<file path="src/rtl/door_lock_controller.sv">
// -----------------------------------------------------------------------------
// door_lock_controller
//
// Sits downstream of the colour-code detector. A press of the start button
// arms the controller, which then waits a bounded window for the detector's
// unlock flag. On success the door drive is held high for a fixed time. On
// failure a consecutive-failure count is bumped. Reaching MAX_FAILS puts the
// lock into a timed lockout. Lockout raises Alarm and blocks the start pulse
// forwarded to the detector.
//
// Ports:
//   Clk     in   system clock, all state changes on the rising edge
//   Reset   in   synchronous active-high reset, overrides everything
//   S       in   raw start button level
//   U       in   unlock flag from the code detector
//   S_out   out  start forwarded to the detector (combinational, gated)
//   Door    out  door unlock drive (registered)
//   Alarm   out  lockout indicator (registered)
//   FailCnt out  consecutive failed attempts, saturating (registered)
// -----------------------------------------------------------------------------
module door_lock_controller #(
    parameter int UNLOCK_CYCLES  = 8,
    parameter int WINDOW         = 6,
    parameter int MAX_FAILS      = 3,
    parameter int LOCKOUT_CYCLES = 16
) (
    input  logic       Clk,
    input  logic       Reset,
    input  logic       S,
    input  logic       U,
    output logic       S_out,
    output logic       Door,
    output logic       Alarm,
    output logic [3:0] FailCnt
);

    typedef enum logic [1:0] {
        ST_IDLE    = 2'b00,
        ST_ARMED   = 2'b01,
        ST_OPEN    = 2'b10,
        ST_LOCKOUT = 2'b11
    } state_t;

    // Last timer value of each timed state; the transition happens on the
    // edge where the timer already holds this value.
    localparam logic [7:0] WIN_LAST  = 8'(WINDOW - 1);
    localparam logic [7:0] OPEN_LAST = 8'(UNLOCK_CYCLES - 1);
    localparam logic [7:0] LOCK_LAST = 8'(LOCKOUT_CYCLES - 1);
    localparam logic [3:0] MAX_CNT   = 4'(MAX_FAILS);

    state_t     r_state;
    state_t     w_state_nxt;
    logic [7:0] r_timer;
    logic [7:0] w_timer_nxt;
    logic [3:0] r_fail_cnt;
    logic [3:0] w_fail_cnt_nxt;
    logic [3:0] w_fail_inc;
    logic       r_door;
    logic       r_alarm;

    // Saturating increment: the count never passes MAX_FAILS.
    assign w_fail_inc = (r_fail_cnt < MAX_CNT) ? (r_fail_cnt + 4'd1) : r_fail_cnt;

    // -------------------------------------------------------------------------
    // Next-state logic. The single timer is shared by ARMED, OPEN and
    // LOCKOUT and is forced to zero whenever a state is (re)entered.
    // -------------------------------------------------------------------------
    always_comb begin
        w_state_nxt    = r_state;
        w_timer_nxt    = r_timer + 8'd1;
        w_fail_cnt_nxt = r_fail_cnt;
        case (r_state)
            ST_IDLE: begin
                w_timer_nxt = 8'd0;
                if (S) begin
                    w_state_nxt = ST_ARMED;
                end
            end
            ST_ARMED: begin
                if (U) begin
                    // U takes priority over a simultaneous restart.
                    w_state_nxt    = ST_OPEN;
                    w_timer_nxt    = 8'd0;
                    w_fail_cnt_nxt = 4'd0;
                end else if (S) begin
                    // A new start restarts the window, as the detector does.
                    w_timer_nxt = 8'd0;
                end else if (r_timer == WIN_LAST) begin
                    w_timer_nxt    = 8'd0;
                    w_fail_cnt_nxt = w_fail_inc;
                    if (w_fail_inc == MAX_CNT) begin
                        w_state_nxt = ST_LOCKOUT;
                    end else begin
                        w_state_nxt = ST_IDLE;
                    end
                end
            end
            ST_OPEN: begin
                if (r_timer == OPEN_LAST) begin
                    w_state_nxt = ST_IDLE;
                    w_timer_nxt = 8'd0;
                end
            end
            ST_LOCKOUT: begin
                if (r_timer == LOCK_LAST) begin
                    w_state_nxt    = ST_IDLE;
                    w_timer_nxt    = 8'd0;
                    w_fail_cnt_nxt = 4'd0;
                end
            end
            default: begin
                w_state_nxt = ST_IDLE;
                w_timer_nxt = 8'd0;
            end
        endcase
    end

    // -------------------------------------------------------------------------
    // State and output registers. Door/Alarm are decoded from the next state
    // so they line up with the state they describe and can never overlap.
    // -------------------------------------------------------------------------
    always_ff @(posedge Clk) begin
        if (Reset) begin
            r_state    <= ST_IDLE;
            r_timer    <= 8'd0;
            r_fail_cnt <= 4'd0;
            r_door     <= 1'b0;
            r_alarm    <= 1'b0;
        end else begin
            r_state    <= w_state_nxt;
            r_timer    <= w_timer_nxt;
            r_fail_cnt <= w_fail_cnt_nxt;
            r_door     <= (w_state_nxt == ST_OPEN);
            r_alarm    <= (w_state_nxt == ST_LOCKOUT);
        end
    end

    // Start pass-through with no added latency; blocked only during lockout.
    assign S_out   = S & (r_state != ST_LOCKOUT);
    assign Door    = r_door;
    assign Alarm   = r_alarm;
    assign FailCnt = r_fail_cnt;

endmodule
</file>
<file path="config.mk">
export PLATFORM = sky130hd
export DESIGN_NAME = door_lock_controller
export DESIGN_NICKNAME = d
export VERILOG_FILES = /design/src/rtl/door_lock_controller.sv
export SDC_FILE = /design/constraint.sdc
export NUM_CORES = 1
export LEC_CHECK = 0
export BUFFER_PORTS_ARGS = -buffer_cell sky130_fd_sc_hd__buf_2
export CORE_AREA = 4 4 55 57
export CTS_BUF_LIST = sky130_fd_sc_hd__clkbuf_16
export CTS_CLUSTER_SIZE = 28
export DETAILED_ROUTE_END_ITERATION = 12
export DIE_AREA = 0 0 59 61
export GPL_ROUTABILITY_DRIVEN = 0
export PLACE_DENSITY = 0.52
export SYNTH_ARGS = -nofsm -noshare
export SYNTH_HDL_FRONTEND = slang
export SYNTH_SLANG_ARGS = --single-unit
</file>
<file path="constraint.sdc">
create_clock -name Clk -period 2.18 [get_ports Clk]
set_clock_uncertainty 0.15 [all_clocks]
set_input_delay 0.218 -clock Clk [delete_from_list [all_inputs] [get_ports Clk]]
set_output_delay 0.218 -clock Clk [all_outputs]
set_load 0.01 [all_outputs]
</file>
# Word level (Yosys, flattened, before mapping)
# Cells that the tools add are included.
classes:
  n_addsub: 2
  order_cmp: 1
  n_eq_ne: 13
  n_mux: 20
  bitwise_logic: 1
  reduce_logical: 3
ops:
  columns: ["cell", "count"]
  rows:
  - ["8-bit two-way mux", 5]
  - ["8-bit case mux with 4 select lines", 1]
  - ["4-bit two-way mux", 5]
  - ["8-bit by 3-bit == test with 1-bit output (second input constant)", 2]
  - ["2-bit two-way mux", 7]
  - ["8-bit by 1-bit adder with 8-bit output (second input constant)", 1]
  - ["2-bit == test (second input constant)", 4]
  - ["8-bit by 4-bit == test with 1-bit output (second input constant)", 1]
  - ["2-bit case mux with 4 select lines", 1]
  - ["4-bit case mux with 2 select lines", 1]
  - ["3-bit inequality test (second input constant)", 2]
  - ["4-bit by 1-bit adder with 4-bit output (second input constant)", 1]
  - ["4-bit by 2-bit == test with 1-bit output (second input constant)", 1]
  - ["4-bit by 2-bit < comparator with 1-bit output (second input constant)", 1]
  - ["2-bit inequality test (second input constant)", 2]
  - ["4-bit AND reduction", 1]
  - ["2-bit by 1-bit == test with 1-bit output (second input constant)", 1]
  - ["2-bit zero test", 1]
  - ["2-bit nonzero test", 1]
  - ["1-bit bitwise AND", 1]
totals:
  ff_bits: 16
  out_inout_bits: 7
  elab_cells: 45

# Logic depth before layout (Yosys ltp)
depth:
  depth_word: 9
  ltp_mapped: 6

# Least setup slack after synthesis
# Ideal clock, no wire load.
synth_timing:
  kind: "reg-to-reg"
  start: "register r_timer[5]"
  end: "register r_timer[3]"
  setup_ns: 0.120
  arrival_time_ns: 1.539
  t_required_ns: 1.910
  slack_ns: 0.370
  path_stages_with_launch: 5
  period_less_slack_ns: 1.810
  path_cell_list: "dfxtp_1 > or4_4 > o41a_1 > o21ai_4 > nor2_1"
synth_between:
  elab_chain_cells: 5
  elab_cells_between_ends: 9
  classes_between: "eq/ne: 3; mux: 6"
synth_lines:
  columns: ["element", "line_no", "text"]
  rows:
  - ["start, declared", "53", "logic [7:0] r_timer;"]
  - ["start signal, assigned", "131", "r_timer <= w_timer_nxt;"]
  - ["8-bit by 3-bit == test with 1-bit output", "88", "end else if (r_timer == WIN_LAST) begin"]
  - ["8-bit two-way mux", "88", null]
  - ["8-bit two-way mux", "85", "end else if (S) begin"]
  - ["8-bit two-way mux", "80", "if (U) begin"]
  - ["8-bit case mux with 4 select lines *", "72", "case (r_state)"]
# Every way passes the cells marked *; elsewhere a longest branch is shown, timed or not.
# A chain may end at the register's enable or synchronous reset.

# Final worst setup path
layout_timing:
  start: "register r_timer[5]"
  end: "register r_alarm (netlist: Alarm)"
layout_between:
  elab_chain_cells: 6
  elab_cells_between_ends: 10
  classes_between: "eq/ne: 4; mux: 6"
layout_lines:
  columns: ["element", "line_no", "text"]
  rows:
  - ["8-bit by 3-bit == test with 1-bit output", "88", null]
  - ["2-bit two-way mux", "88", null]
  - ["2-bit two-way mux", "85", null]
  - ["2-bit two-way mux", "80", null]
  - ["2-bit case mux with 4 select lines *", "72", null]
  - ["2-bit == test *", "134", "r_alarm <= (w_state_nxt == ST_LOCKOUT);"]
  - ["end signal, assigned", "134", null]
  - ["end, declared", "59", "logic r_alarm;"]
# Marks and branches as above.

==> flow_summary.rst <==
.. list-table::
   :header-rows: 1

   * - Metric
     - Value
   * - Total number of placement rows
     - 18
   * - Top cells by instance count after synthesis
     - sky130_fd_sc_hd__dfxtp_1 (16), sky130_fd_sc_hd__nor2_1 (10), sky130_fd_sc_hd__inv_1 (6)
   * - ANT cells
     - 0
   * - Sw Ratio
     - 21.7%
   * - Tightest Pin Transition
     - slightly below 0.5 ns
   * - Worst Hold Endpoint
     - r_state[0]
   * - Power density over the cells
     - just over 700 nW/µm²
   * - Category of the most critical setup path
     - reg -> reg
   * - Run status
     - complete, no violations
   * - Warnings from Yosys
     - 0
   * - Largest family of logic cells by synthesized area
     - simple AND/OR/NAND/NOR gates
   * - Largest net degree at the start of global routing
     - 11
   * - Total number of vias
     - 672
   * - Mean post-synth cell area
     - 9.30 µm²
   * - Count of routing violations after the opening detailed-route iteration
     - 22
   * - Cell count after synthesis
     - 92
   * - GR met2 Demand/Resource
     - 14.8%
   * - Post-CTS Setup Inserts
     - 0
   * - Number of max-capacitance violations reported
     - 0
   * - Number of sinks on the clock net
     - 16
   * - Vias per std cell
     - 5.01
   * - Flip-flop and latch count after synthesis
     - 16
   * - Type of element capturing the critical path
     - flop
   * - Part of the power in the clock network
     - 50.3%
   * - Post-layout instance count excluding filler cells
     - 134
   * - RSZ-0062 raised after global routing
     - false
   * - Multiplexer fraction of the synthesized cell area
     - 1.17%
   * - Number of enable flip-flop cells after synthesis
     - 0
   * - Final clock period utilization by the worst path
     - 87.8%
   * - Path class of the lowest-slack min-delay path
     - in -> reg
   * - Post-synthesis sequential area ratio
     - between 30% and 40%
   * - Number of instances on the worst hold path
     - 2
   * - R2R setup slack
     - 0.27 ns
   * - Area fraction in and, or, nand and nor cells after synthesis
     - between 20% and 30%
   * - Die Ht
     - 61 µm
   * - Min-Delay Startpoint
     - Reset
   * - Fraction of layout cells with a size suffix above 1
     - 19.2%
   * - Asr flop ratio synth
     - 0%
   * - Via count of the first global-routing pass
     - 627
   * - Pre-CTS setup slack
     - about 0.26 ns
   * - Hold slack final
     - 0.0797 ns
   * - Static Leakage
     - 0.399 nW
   * - Fin Setup TNS
     - 0 ns
   * - Number of antenna violations at the first check in global routing
     - 0
   * - Slew Viols, Final
     - 0
   * - Final instance area
     - 1010 µm²
   * - Top_reg_cell synth
     - sky130_fd_sc_hd__dfxtp_1
   * - Root buf cell
     - sky130_fd_sc_hd__clkbuf_16
   * - Ordered list of cells on the worst path
     - or4_4 -> o41ai_1 -> a221oi_1 -> a21boi_1
   * - Worst skew pair latency
     - 0.25 ns
   * - Cell count of the worst reg-to-reg path
     - 4
   * - Nets
     - roughly 110
   * - Total internal power
     - 0.566 mW
   * - Routing usage on met1
     - 14.8%
   * - Global-route wire length before repair
     - 2830 µm
   * - Global routing usage on met3
     - 3.83%
   * - Total CTS buffers
     - 3
   * - Final setup violating endpoints
     - 0
   * - Worst path setup slack after routing
     - about 0.27 ns
   * - Count of hold buffers inserted by post-cts repair
     - 0
   * - Worst-path clk slew
     - 0.05 ns
   * - Clock tree from TritonCTS
     - done
   * - Antenna Violating Nets Remaining
     - 0
   * - Complex-gate fraction of the synthesized area
     - 17.8%
   * - Most common cell in the synthesized netlist
     - sky130_fd_sc_hd__dfxtp_1
   * - Aggregate routed wire length
     - 1640 µm
   * - Tot GR Track Use
     - 11.1%
   * - Min Tclk post-route
     - 1.91 ns
   * - Number of iterations in the first detailed-routing pass
     - 4
   * - Core Area
     - 2480 µm²
   * - Proportion of netlist area held by the largest area contributor
     - 37.4%
   * - Critical path launch point type
     - flop
   * - Arrival time of data at the critical path endpoint
     - roughly 1.9 ns
   * - Post_cts resized
     - 0
   * - Startpoint of the most critical register-to-register path
     - r_timer[5]
   * - Post-synthesis cell type count
     - 38
   * - Final core area utilization
     - 40.7%
   * - Area growth, synth to finish
     - 17.7%
   * - Power, Total
     - ~0.72 mW
   * - Worst voltage drop across the vdd grid
     - 0.369 mV
   * - Die Footprint
     - 3600 µm²
   * - Destination of the worst register-to-register timing path
     - Alarm
   * - Cell type with the highest aggregate area in the netlist
     - sky130_fd_sc_hd__dfxtp_1
   * - Post-Syn Nets
     - 99
   * - Seq pwr share
     - 42.5%
   * - Num ports
     - 11
   * - Headroom to the max-slew limit
     - roughly two thirds
   * - Cell count after placement
     - 130
   * - Highest fanout seen on the critical path
     - 5
   * - Wire length per cell after detailed routing
     - 12.3 µm
   * - CP Data Required Time
     - 2.16 ns
   * - Placed cell areas
     - 928 µm²
   * - DPL Wire Length
     - approximately 1300 µm
   * - Arithmetic-cell share of the synthesized area counting full adders, half adders and majority gates
     - 4.39%
   * - Fin. Hold Viols
     - 0
   * - Parity-gate share of the synthesized area counting xor and xnor cells
     - 7.16%
   * - Highest cell delay on the worst timing path
     - 0.56 ns
   * - DR DRC count
     - 0
   * - Congestion Overflow GR
     - 0
   * - Cell area after synthesis
     - 856 µm²
   * - Number of buffers inserted by port buffering
     - 10
   * - Sw Pwr
     - 0.157 mW
   * - Critical path's slowest cell
     - sky130_fd_sc_hd__or4_4
   * - Maximum count of clock buffers along a single path
     - 2
   * - Initial Util
     - approximately a third
   * - Power share of the combinational group
     - 7.1%
   * - FMAX
     - between 500 and 600 MHz
   * - H-tree levels
     - 1
   * - Top cells by area in the synthesized netlist
     - sky130_fd_sc_hd__dfxtp_1 (37%), sky130_fd_sc_hd__ha_1 (4.4%), sky130_fd_sc_hd__nor2_1 (4.4%)
   * - Width of the die
     - around 59 µm
   * - GR peak layer
     - met2
## how the worst max path moves through the flow
stage | start | end
2_1_floorplan | r_timer[5] | r_timer[3]
3_3_place_gp | r_timer[5] | Alarm
3_5_place_dp | r_timer[5] | Alarm
4_1_cts | r_timer[5] | Alarm
5_1_grt | r_timer[5] | Door
6_report | r_timer[5] | Alarm
## routing by layer
| layer | up-vias | share of wire [%] | wire length, µm |
|---|---|---|---|
| li1 | 357 | - | - |
| met1 | 297 | 54 | 882 |
| met2 | 13 | 39 | 634 |
| met3 | 5 | 4.7 | 78 |
| met4 | 0 | 3.0 | 49 |
| met5 | - | 0 | 0 |
## cells in the final DEF (no fill, tap or decap), types with 3 or more instances in the layout
cell type                   netlist  final
sky130_fd_sc_hd__dfxtp_1         16     16
sky130_fd_sc_hd__nor2_1          10     10
sky130_fd_sc_hd__buf_2            0     10
sky130_fd_sc_hd__inv_1            6      6
sky130_fd_sc_hd__nand2_1          5      5
sky130_fd_sc_hd__xor2_1           4      4
sky130_fd_sc_hd__and2_1           3      3
sky130_fd_sc_hd__nor2b_1          3      3
sky130_fd_sc_hd__and3_1           3      3
sky130_fd_sc_hd__a21oi_1          3      3
sky130_fd_sc_hd__nand3_1          3      3
sky130_fd_sc_hd__xnor2_1          3      3
sky130_fd_sc_hd__nor3_1           3      3
sky130_fd_sc_hd__ha_1             3      3
sky130_fd_sc_hd__clkbuf_16        0      3
## kinds of logic after synthesis
| family | Yosys count |
|---|---|
| and+or+nand+nor | 39 |
| AOI/OAI and AO/OA | 18 |
| DFF | 16 |
| buffers and inverters | 8 |
| xor gates and xnor gates | 7 |
| adders and majority gates | 3 |
| muxes | 1 |
## power groups by stage
stage | logic (mW) | registers, mW | clock network, mW
final | 0.0516 | 0.307 | 0.364
after global routing | 0.0585 | 0.309 | 0.384
after CTS | 0.0518 | 0.307 | 0.373
after detailed placement | 0.0515 | 0.313 | 0
after global placement | 0.0522 | 0.313 | 0
after floorplan | 0.0430 | 0.309 | 0
## worst max-delay path, delay by kind of cell (launching register included)
family	cells	cell delay, ns
AND/OR/NAND/NOR	1	0.56
AO/OA/AOI/OAI	3	0.73
flip-flops	1	0.36
## registers in the layout, indices dropped and copies added, names as in the netlist
signal / cells
Door: 1
r_timer: 8
FailCnt: 4
r_state: 2
Alarm: 1
## layout make-up
| cell class | count | area, µm² |
|---|---|---|
| Clock buffer | 3 | 75.1 |
| Tap cell | 30 | 37.5 |
| Fill cell | 258 | 1470 |
| Timing Repair Buffer | 10 | 50.0 |
| Sequential cell | 16 | 320 |
| Clock inverter | 1 | 3.75 |
| Multi-Input combinational cell | 68 | 498 |
| Inverter | 6 | 22.5 |
Power figures use the tool's default switching activity.
